==> src/rtl/pc_fetch_sequencer_if.sv <==
// Control-unit to fetch-sequencer bus: decoded flow strobes in, instruction address and mode out.
interface pc_fetch_sequencer_if #(
    parameter int unsigned ADDR_W = 10
);
    logic              desvio;
    logic              type_jr;
    logic              taken;
    logic              halt;
    logic              syscall_sign;
    logic              pid_wr;
    logic [ADDR_W-1:0] jump_addr;
    logic [ADDR_W-1:0] reg_addr;
    logic              confirm;
    logic [ADDR_W-1:0] pc;
    logic [ADDR_W-1:0] pc_saved;
    logic              stall;
    logic              io_ack;
    logic              kernel_mode;
    logic              preempt;

    modport master (
        output desvio, type_jr, taken, halt, syscall_sign, pid_wr, jump_addr, reg_addr, confirm,
        input  pc, pc_saved, stall, io_ack, kernel_mode, preempt
    );

    modport slave (
        input  desvio, type_jr, taken, halt, syscall_sign, pid_wr, jump_addr, reg_addr, confirm,
        output pc, pc_saved, stall, io_ack, kernel_mode, preempt
    );
endinterface

==> src/rtl/pc_fetch_sequencer.sv <==
// Program counter / fetch sequencer with IN-wait handshake, syscall trap and kernel/user tracking.
// Optional time-slice preemption timer is enabled by defining PREEMPT_TIMER_EN.
module pc_fetch_sequencer #(
    parameter int unsigned ADDR_W      = 10,
    parameter int unsigned KERNEL_BASE = 0,
    parameter int unsigned QUANTUM     = 64
) (
    input  logic                clk,
    input  logic                rst_n,
    pc_fetch_sequencer_if.slave bus
);
    typedef enum logic {RUN = 1'b0, WAIT_IO = 1'b1} state_t;

    localparam logic [ADDR_W-1:0] PC_KERNEL = ADDR_W'(KERNEL_BASE);

    state_t            state;
    logic              conf_s1;
    logic              conf_s2;
    logic              conf_s3;
    logic              conf_rise_c;
    logic              take_c;
    logic              trap_c;
    logic [ADDR_W-1:0] pc_inc_c;
    logic [ADDR_W-1:0] flow_pc_c;

    assign conf_rise_c = conf_s2 & ~conf_s3;
    assign pc_inc_c    = bus.pc + ADDR_W'(1);
    assign take_c      = bus.desvio & (bus.type_jr | bus.taken);

    // Address the ordinary instruction flow would go to (JR beats taken branch beats fall-through).
    always_comb begin
        flow_pc_c = pc_inc_c;
        if (bus.desvio && bus.type_jr) begin
            flow_pc_c = bus.reg_addr;
        end else if (bus.desvio && bus.taken) begin
            flow_pc_c = bus.jump_addr;
        end
    end

`ifdef PREEMPT_TIMER_EN
    localparam int unsigned       CNT_W    = $clog2(QUANTUM + 1);
    localparam logic [CNT_W-1:0]  CNT_LAST = CNT_W'(QUANTUM - 1);

    logic [CNT_W-1:0] slice_cnt;

    // Trap only on an eligible RUN cycle; otherwise the counter parks at CNT_LAST until one comes.
    assign trap_c = (state == RUN) && !bus.kernel_mode && (slice_cnt == CNT_LAST)
                    && !bus.syscall_sign && !bus.halt;

    always_ff @(posedge clk or negedge rst_n) begin
        if (!rst_n) begin
            slice_cnt <= '0;
        end else if (state == RUN) begin
            if (bus.syscall_sign || bus.pid_wr || trap_c) begin
                slice_cnt <= '0;
            end else if (!bus.kernel_mode && (slice_cnt != CNT_LAST)) begin
                slice_cnt <= slice_cnt + CNT_W'(1);
            end
        end
    end
`else
    // No timer: never traps; the quantum stays referenced so the timer-less build carries no dangling parameter.
    assign trap_c = 1'b0 & (QUANTUM != 0);
`endif

    always_ff @(posedge clk or negedge rst_n) begin
        if (!rst_n) begin
            state           <= RUN;
            conf_s1         <= 1'b0;
            conf_s2         <= 1'b0;
            conf_s3         <= 1'b0;
            bus.pc          <= PC_KERNEL;
            bus.pc_saved    <= '0;
            bus.stall       <= 1'b0;
            bus.io_ack      <= 1'b0;
            bus.kernel_mode <= 1'b1;
            bus.preempt     <= 1'b0;
        end else begin
            conf_s1     <= bus.confirm;
            conf_s2     <= conf_s1;
            conf_s3     <= conf_s2;
            bus.io_ack  <= 1'b0;
            bus.preempt <= 1'b0;
            case (state)
                RUN: begin
                    if (bus.syscall_sign) begin
                        bus.pc          <= PC_KERNEL;
                        bus.pc_saved    <= pc_inc_c;
                        bus.kernel_mode <= 1'b1;
                    end else if (trap_c) begin
                        bus.pc          <= PC_KERNEL;
                        bus.pc_saved    <= flow_pc_c;
                        bus.kernel_mode <= 1'b1;
                        bus.preempt     <= 1'b1;
                    end else if (take_c) begin
                        bus.pc <= flow_pc_c;
                    end else if (bus.halt) begin
                        bus.stall <= 1'b1;
                        state     <= WAIT_IO;
                    end else begin
                        bus.pc <= pc_inc_c;
                    end
                    if (bus.pid_wr && !bus.syscall_sign && !trap_c) begin
                        bus.kernel_mode <= 1'b0;
                    end
                end
                WAIT_IO: begin
                    if (conf_rise_c) begin
                        bus.io_ack <= 1'b1;
                        bus.pc     <= pc_inc_c;
                        bus.stall  <= 1'b0;
                        state      <= RUN;
                    end
                end
                default: state <= RUN;
            endcase
        end
    end
endmodule

==> src/flat_wrapper.sv <==
// flat-port wrapper written by rule: the top's interface ports become plain ports
module pc_fetch_sequencer_flat 
#(
    parameter int unsigned ADDR_W      = 10,
    parameter int unsigned KERNEL_BASE = 0,
    parameter int unsigned QUANTUM     = 64
)
  (clk, rst_n, bus_desvio, bus_type_jr, bus_taken, bus_halt, bus_syscall_sign, bus_pid_wr, bus_jump_addr, bus_reg_addr, bus_confirm, bus_pc, bus_pc_saved, bus_stall, bus_io_ack, bus_kernel_mode, bus_preempt);
  pc_fetch_sequencer_if #(.ADDR_W(ADDR_W)) bus_i ();
  input  logic clk;
  input  logic rst_n;
  input wire logic [$bits(bus_i.desvio)-1:0] bus_desvio;
  input wire logic [$bits(bus_i.type_jr)-1:0] bus_type_jr;
  input wire logic [$bits(bus_i.taken)-1:0] bus_taken;
  input wire logic [$bits(bus_i.halt)-1:0] bus_halt;
  input wire logic [$bits(bus_i.syscall_sign)-1:0] bus_syscall_sign;
  input wire logic [$bits(bus_i.pid_wr)-1:0] bus_pid_wr;
  input wire logic [$bits(bus_i.jump_addr)-1:0] bus_jump_addr;
  input wire logic [$bits(bus_i.reg_addr)-1:0] bus_reg_addr;
  input wire logic [$bits(bus_i.confirm)-1:0] bus_confirm;
  output wire logic [$bits(bus_i.pc)-1:0] bus_pc;
  output wire logic [$bits(bus_i.pc_saved)-1:0] bus_pc_saved;
  output wire logic [$bits(bus_i.stall)-1:0] bus_stall;
  output wire logic [$bits(bus_i.io_ack)-1:0] bus_io_ack;
  output wire logic [$bits(bus_i.kernel_mode)-1:0] bus_kernel_mode;
  output wire logic [$bits(bus_i.preempt)-1:0] bus_preempt;
  assign bus_i.desvio = bus_desvio;
  assign bus_i.type_jr = bus_type_jr;
  assign bus_i.taken = bus_taken;
  assign bus_i.halt = bus_halt;
  assign bus_i.syscall_sign = bus_syscall_sign;
  assign bus_i.pid_wr = bus_pid_wr;
  assign bus_i.jump_addr = bus_jump_addr;
  assign bus_i.reg_addr = bus_reg_addr;
  assign bus_i.confirm = bus_confirm;
  assign bus_pc = bus_i.pc;
  assign bus_pc_saved = bus_i.pc_saved;
  assign bus_stall = bus_i.stall;
  assign bus_io_ack = bus_i.io_ack;
  assign bus_kernel_mode = bus_i.kernel_mode;
  assign bus_preempt = bus_i.preempt;
  pc_fetch_sequencer #(.ADDR_W(ADDR_W), .KERNEL_BASE(KERNEL_BASE), .QUANTUM(QUANTUM)) u_core (.clk(clk), .rst_n(rst_n), .bus(bus_i));
endmodule
==> config.mk <==
export PLATFORM = sky130hd
export DESIGN_NAME = pc_fetch_sequencer_flat
export DESIGN_NICKNAME = d
export VERILOG_FILES = /design/src/rtl/pc_fetch_sequencer_if.sv /design/src/rtl/pc_fetch_sequencer.sv /design/src/flat_wrapper.sv
export SDC_FILE = /design/constraint.sdc
export NUM_CORES = 1
export LEC_CHECK = 0
export ABC_AREA = 1
export BUFFER_PORTS_ARGS = -buffer_cell sky130_fd_sc_hd__buf_2
export CAP_MARGIN = 20
export CORE_MARGIN = 1.5
export CORE_UTILIZATION = 25
export DETAILED_ROUTE_END_ITERATION = 6
export PLACE_DENSITY = 0.52
export SETUP_SLACK_MARGIN = 0.3
export SYNTH_ARGS = -nofsm -noshare
export SYNTH_HDL_FRONTEND = slang
export SYNTH_SLANG_ARGS = --single-unit
==> constraint.sdc <==
create_clock -name clk -period 1.7 [get_ports clk]
set_clock_uncertainty 0.05 [all_clocks]
set_input_delay 0.255 -clock clk [delete_from_list [all_inputs] [get_ports clk]]
set_output_delay 0.255 -clock clk [all_outputs]
set_load 0.05 [all_outputs]
==> reports/results.tsv, run 1 <==
stage	metric	value	unit
place	area_post_placement	1850	um^2
sta	final.min_clock_period	1380	ps
yosys	synth_enable_flop_cells	0	
grt	grtUsageTotal	13.4	%
clock_tree	cts_num_sinks	27	
yosys	yosys_register_bits	27	
place	estimated_wirelength_of_the_detail_placed_design	3010	um
floorplanning	rows	28	
floorplanning	dieWidth	80.9	um
yosys	asyncSetResetFlopFracSynth	100	%
finish	utilization	34.0	%
grt	antenna_found_initial	0	
drt	detail_route.iter0.violations	65	
drt	ant_nets	0	
setup_path	critPathMostFrequentCell	sky130_fd_sc_hd__buf_4	
setup_path	crit_arrival	1070	ps
sta	tightest_slew	634	ps
floorplanning	fp.dieArea	6540	um^2
floorplanning	initial_utilization	25.8	%
grt	grt_overflow_total	0	
yosys	synth.area.top_cells	sky130_fd_sc_hd__dfrtp_1, sky130_fd_sc_hd__nand2_1, sky130_fd_sc_hd__inv_1, sky130_fd_sc_hd__nand3_1, sky130_fd_sc_hd__nand3_2	
power_and_ir_drop	static_leakage	1.07	nW
clock_tree	clk_root_buffer_cell	sky130_fd_sc_hd__clkbuf_8	
sta	hold_viol_final	0	
yosys	ys_warn_count	0	
drt	drt_pre_antenna_iters	4	
setup_path	critical-path-top-delay-family	flip-flops	
clock_tree	insertion_delay	280	ps
yosys	synth.top_cell.area_share	42.9	%
power_and_ir_drop	ir_worst_vdd	0.628	mV
clock_tree	cts_made_buffers	3	
grt	grt_max_degree	28	
setup_path	max_stage_delay	470	ps
sta	max_clk_rate	0.726	GHz
floorplanning	core-area	5890	um^2
sta	hold_ws	35.0	ps
power_and_ir_drop	power.density	1550	nW/um^2
yosys	synth_cells	197	
finish	antenna-diode-count	0	
sta	final.setup.tns	0	ps
yosys	synth_seq_area_share	44.6	%
setup_path	cp_slowest_cell	sky130_fd_sc_hd__dfrtp_2	
place	port-buffer-count	51	
hold_path	worst_hold_path_type	primary input to flip-flop	
place	rd_place_congestion	0.770	
yosys	synth_area	1520	um^2
yosys	synthMostInstantiatedCell	sky130_fd_sc_hd__nand2_1	
setup_path	endpoint_kind	primary output	
setup_path	timing_worst_setup_path_type	flip-flop to primary output	
sta	setup_viol	0	
grt	grt_first_pass_wirelength	6670	um
setup_path	worst_ep_required_time	1390	ps
floorplanning	io_pins	53	
yosys	synth.top_cells.by_count	sky130_fd_sc_hd__nand2_1, sky130_fd_sc_hd__dfrtp_1, sky130_fd_sc_hd__inv_1	
drt	routedWlPerCell	12.1	um
finish	layout_cells_sized_above_1	39.8	%
floorplanning	die_h	80.9	um
drt	final_wl	3980	um
yosys	synthDominantAreaCellType	sky130_fd_sc_hd__dfrtp_1	
drt	vias	1404	
clock_tree	htreeDepth	1	
setup_path	cp_cell_sequence	buf_4, buf_4	
finish	final_nets	285	
sta	report.final.slew_viol_count	0	
yosys	synth_ff_type	sky130_fd_sc_hd__dfrtp_1	
drt	drc	0	
finish	synthToLayoutAreaGrowth	31.8	%
setup_path	worst-path-max-fanout	6	
drt	post_drt_via_cell_ratio	4.27	
finish	fill_cells	658	
status	outcome	finished clean	
finish	finish.instance_area	2000	um^2
finish	multiInputGateArea	753	um^2
yosys	synth_fp_nets	227	
sta	final.period_utilization	81.0	%
grt	grt_pass1_vias	1359	
clock_tree	tritoncts	yes	
flow_run	cap_violations	0	
clock_tree	clk_transition_reported_paths	90	ps
yosys	post_synth.cell_area_avg	7.70	um^2
sta	max_slew_headroom	57.7	%
setup_path	startpoint_type	flip-flop	
finish	register_area	688	um^2
sta	rsz0062_at_grt	true	
setup_path	critical_path.n_buffers_inverters	2	
yosys	post_synth_num_cell_types	28	
clock_tree	ctsLongestPathBuffers	2	
## layout make-up
type                       instances  area share (%)
timing repair buffer              58            15.9
clock inverter                     1           0.250
sequential                        27            34.4
clock buffer                       3            2.07
tap                               75            4.69
multi-input combinational        141            37.7
inverter                          24            5.01
## what timing repair did
action / in CTS / in global routing
buffers inserted: 0 / 6
setup endpoints to repair: 10 / 14
resized for setup: 1 / 17
hold buffers: 1 / 0
pin swaps: 0 / 7
endpoints found under the hold margin: 26 / 0
## routing by layer
layer | vias to the layer above | global-route usage, % | share of wire, %
met5 | - | 0 | 0
met4 | 0 | 3.79 | 1.1
met3 | 6 | 3.48 | 6.1
met2 | 39 | 21.4 | 44
met1 | 627 | 17.9 | 49
li1 | 732 | - | -
## metrics by stage
| stage | power, mW | cells | setup WS, ps |
|---|---|---|---|
| after floorplan | 2.25 | 197 | 265 |
| after global placement | 2.63 | 318 | 307 |
| after detailed placement | 2.64 | 318 | 266 |
| after CTS | 3.03 | 323 | 306 |
| after global routing | 3.32 | 329 | 273 |
| final | 3.09 | 329 | 323 |
## sequential cells by signal, summed over array words and instances (netlist names)
register                flops
u_core.bus.kernel_mode      1
u_core.bus.pc              10
u_core.conf_s2              1
u_core.bus.pc_saved        10
u_core.state                1
u_core.conf_s1              1
u_core.bus.io_ack           1
u_core.bus.stall            1
u_core.conf_s3              1
## cell usage in the layout (no fill, tap or decap), types with 4 or more instances in the layout
master | netlist | routed
sky130_fd_sc_hd__dfrtp_1 | 26 | 17
sky130_fd_sc_hd__nand2_2 | 4 | 9
sky130_fd_sc_hd__nand2_1 | 75 | 69
sky130_fd_sc_hd__dfrtp_2 | 0 | 9
sky130_fd_sc_hd__inv_1 | 21 | 21
sky130_fd_sc_hd__buf_2 | 1 | 48
sky130_fd_sc_hd__nand3_1 | 11 | 9
sky130_fd_sc_hd__o21ai_0 | 6 | 6
sky130_fd_sc_hd__buf_4 | 1 | 7
sky130_fd_sc_hd__o22ai_1 | 6 | 6
sky130_fd_sc_hd__nor2_1 | 10 | 9
sky130_fd_sc_hd__nand2_4 | 3 | 4
sky130_fd_sc_hd__nand3_2 | 5 | 7
sky130_fd_sc_hd__o21ai_1 | 4 | 4
## kinds of logic after synthesis
kind of cell,after synthesis,share of synthesized area [%]
other,1,0.247
buffers and inverters,29,9.32
XOR/XNOR,3,1.73
flip-flops,27,44.6
adder cells (fa/ha/maj),1,0.825
AND/OR/NAND/NOR,115,35.4
AO/OA/AOI/OAI,21,7.84
## final timing paths
kind | from | end | slack [ps] | cells after the start
max reg2reg | u_core.bus.pc[0] | u_core.bus.pc[8] | 380 | 8
max | u_core.bus.pc[0] | bus_pc[0] | 320 | 2
min | bus_confirm | u_core.conf_s1 | 30 | 1
max in group asynchronous | rst_n | u_core.bus.pc[7] | 670 | 2
min in group asynchronous | rst_n | u_core.bus.pc_saved[1] | 470 | 2
min reg2reg | u_core.conf_s1 | u_core.conf_s2 | 310 | 0
## power breakdown
group | internal (mW) | switching [mW]
Clock | 0.164 | 0.206
Combinational | 0.452 | 1.20
Sequential | 0.861 | 0.211
Total | 1.48 | 1.62
Note: power is estimated with default switching activity, not from simulation.
==> run 2: changes to the inputs <==
==> constraint.sdc (replaced) <==
create_clock -name clk -period 1.35 [get_ports clk]
set_clock_uncertainty 0.05 [all_clocks]
set_input_delay 0.2025 -clock clk [delete_from_list [all_inputs] [get_ports clk]]
set_output_delay 0.2025 -clock clk [all_outputs]
set_load 0.05 [all_outputs]
==> reports/results.tsv, run 2 (synthesized netlist as in run 1, its figures left out) <==
stage	metric	value	unit	change
setup_path	worst_ep_required_time	1470	ps	was 1390 ps
grt	grt_overflow_total	0		unchanged
finish	final_nets	319		was 285
floorplanning	core-area	5890	um^2	unchanged
place	port-buffer-count	51		unchanged
sta	hold_viol_final	0		unchanged
drt	post_drt_via_cell_ratio	4.29		was 4.27
floorplanning	rows	28		unchanged
power_and_ir_drop	power.density	1920	nW/um^2	was 1550 nW/um^2
setup_path	max_stage_delay	440	ps	was 470 ps
finish	synthToLayoutAreaGrowth	71.6	%	was 31.8%
sta	max_clk_rate	0.751	GHz	
sta	setup_viol	0		unchanged
sta	rsz0062_at_grt	true		unchanged
floorplanning	fp.dieArea	6540	um^2	unchanged
grt	grt_pass1_vias	1480		was 1359
drt	ant_nets	0		unchanged
setup_path	endpoint_kind	flip-flop		was primary output
clock_tree	clk_root_buffer_cell	sky130_fd_sc_hd__clkbuf_8		unchanged
floorplanning	io_pins	53		unchanged
setup_path	critical_path.n_buffers_inverters	0		was 2
sta	final.period_utilization	98.6	%	
sta	fin_ws	19.0	ps	was 323 ps
setup_path	worst-path-max-fanout	5		was 6
power_and_ir_drop	static_leakage	1.33	nW	was 1.07 nW
power_and_ir_drop	ir_worst_vdd	0.921	mV	was 0.628 mV
clock_tree	ctsLongestPathBuffers	2		unchanged
finish	finish.instance_area	2600	um^2	was 2000 um^2
clock_tree	clk_transition_reported_paths	90	ps	about the same
place	estimated_wirelength_of_the_detail_placed_design	3180	um	was 3010 um
drt	routedWlPerCell	12.7	um	was 12.1 um
hold_path	worst_hold_path_type	primary input to flip-flop		unchanged
clock_tree	insertion_delay	270	ps	was 280 ps
hold_path	worstHoldStart	bus_pid_wr		was bus_confirm
power_and_ir_drop	total_power	5.00	mW	was 3.09 mW
place	area_post_placement	1920	um^2	was 1850 um^2
setup_path	cp_startpoint	u_core.bus.pc[0]		unchanged
sta	final.min_clock_period	1330	ps	
setup_path	startpoint_type	flip-flop		unchanged
drt	vias	1559		was 1404
drt	detail_route.iter0.violations	80		was 65
floorplanning	initial_utilization	25.8	%	unchanged
finish	final_common_cell	sky130_fd_sc_hd__nand2_1		unchanged
place	rd_place_congestion	0.794		was 0.770
floorplanning	dieWidth	80.9	um	unchanged
finish	most-common-layout-cells	sky130_fd_sc_hd__nand2_1, sky130_fd_sc_hd__buf_4, sky130_fd_sc_hd__buf_2, sky130_fd_sc_hd__inv_1, sky130_fd_sc_hd__buf_6		was sky130_fd_sc_hd__nand2_1, sky130_fd_sc_hd__buf_2, sky130_fd_sc_hd__inv_1, sky130_fd_sc_hd__dfrtp_1
grt	grtUsageTotal	14.4	%	was 13.4%
setup_path	crit_arrival	1450	ps	was 1070 ps
clock_tree	htreeDepth	1		unchanged
sta	report.final.slew_viol_count	0		unchanged
flow_run	cap_violations	0		unchanged
clock_tree	cts_made_buffers	3		unchanged
drt	final_wl	4600	um	was 3980 um
grt	antenna_found_initial	0		unchanged
place	placement.setup.worst_slack	19.4	ps	was 266 ps
drt	drc	0		unchanged
clock_tree	cts_num_sinks	27		unchanged
grt	grt_first_pass_wirelength	7210	um	was 6670 um
setup_path	cp_slowest_cell	sky130_fd_sc_hd__dfrtp_2		unchanged
finish	fill_cells	573		was 658
drt	drt_pre_antenna_iters	4		unchanged
floorplanning	die_h	80.9	um	unchanged
finish	multiInputGateArea	872	um^2	was 753 um^2
finish	antenna-diode-count	0		unchanged
status	outcome	finished clean		unchanged
finish	layout_cells_sized_above_1	50.7	%	was 39.8%
finish	biggestRegsByFlops	u_core.bus.pc: 10 flops, u_core.bus.pc_saved: 10 flops		unchanged
grt	grt_max_degree	28		unchanged
finish	register_area	688	um^2	unchanged
setup_path	regToRegStartpoint	u_core.bus.pc[0]		unchanged
setup_path	cp_cell_sequence	ha_4, nand2_2, nor2_4, nand3_2, nand2_2, nand3_2, nand2_1, nand2_1		was buf_4, buf_4
setup_path	critical-path-top-delay-family	simple AND/OR/NAND/NOR gates		was flip-flops
setup_path	timing_worst_setup_path_type	flip-flop to flip-flop		was flip-flop to primary output
clock_tree	tritoncts	yes		unchanged
run 2: worst min-delay path: stages:
cell,delay [ps]
sky130_fd_sc_hd__buf_2,90
sky130_fd_sc_hd__nand2_2,40
sky130_fd_sc_hd__nand2_1,60
sky130_fd_sc_hd__nand2_2,50
run 2: per-stage QoR:
stage          instances  TNS [ps]  util [%]  hold slack [ps]
4_1_cts              352         0      40.2              101
3_3_place_gp         325         0      32.5              177
5_1_grt              363      -154      44.2              112
6_report             363         0      44.2              116
3_5_place_dp         325         0      32.5              177
2_1_floorplan        197      -117         -             -143
run 2: power by group:
| group | leakage, nW | switching, mW | internal (mW) | total, mW |
|---|---|---|---|---|
| sequential | 0.325 | 0.283 | 1.09 | 1.37 |
| combinational | 0.979 | 1.79 | 1.38 | 3.17 |
| clock | 0.0228 | 0.248 | 0.211 | 0.459 |
run 2: cell type report:
| cell class | count | share of cell area [%] |
|---|---|---|
| multi-input combinational | 142 | 33.5 |
| timing repair buffer | 91 | 31.0 |
| sequential | 27 | 26.4 |
| inverter | 24 | 3.75 |
| tap | 75 | 3.61 |
| clock buffer | 4 | 1.73 |
run 2: per-layer routing:
layer | track usage, % | vias up | share of wire, %
met5 | 0 | - | 0
met3 | 2.36 | 2 | 4.2
met1 | 19.8 | 709 | 48
li1 | - | 811 | -
met4 | 2.59 | 0 | 0.33
met2 | 24.1 | 37 | 48
run 2: final timing paths:
path | endpoint | slack (ps) | depth (start not counted)
worst max-delay path | u_core.bus.pc[8] | 20 | 8
worst min-delay path | u_core.bus.kernel_mode | 120 | 4
worst max register to register | u_core.bus.pc[8] | 20 | 8
worst min register to register | u_core.conf_s2 | 310 | 0
max in group asynchronous | u_core.bus.kernel_mode | 540 | 3
min in group asynchronous | u_core.bus.pc_saved[1] | 400 | 3
run 2: repair_timing:
action	in CTS	in global routing
gates cloned	2	0
setup endpoints to repair	45	46
pin swaps	7	12
resized for setup	56	42
hold buffers	2	0
setup buffers	19	11
hold endpoints to repair	27	0
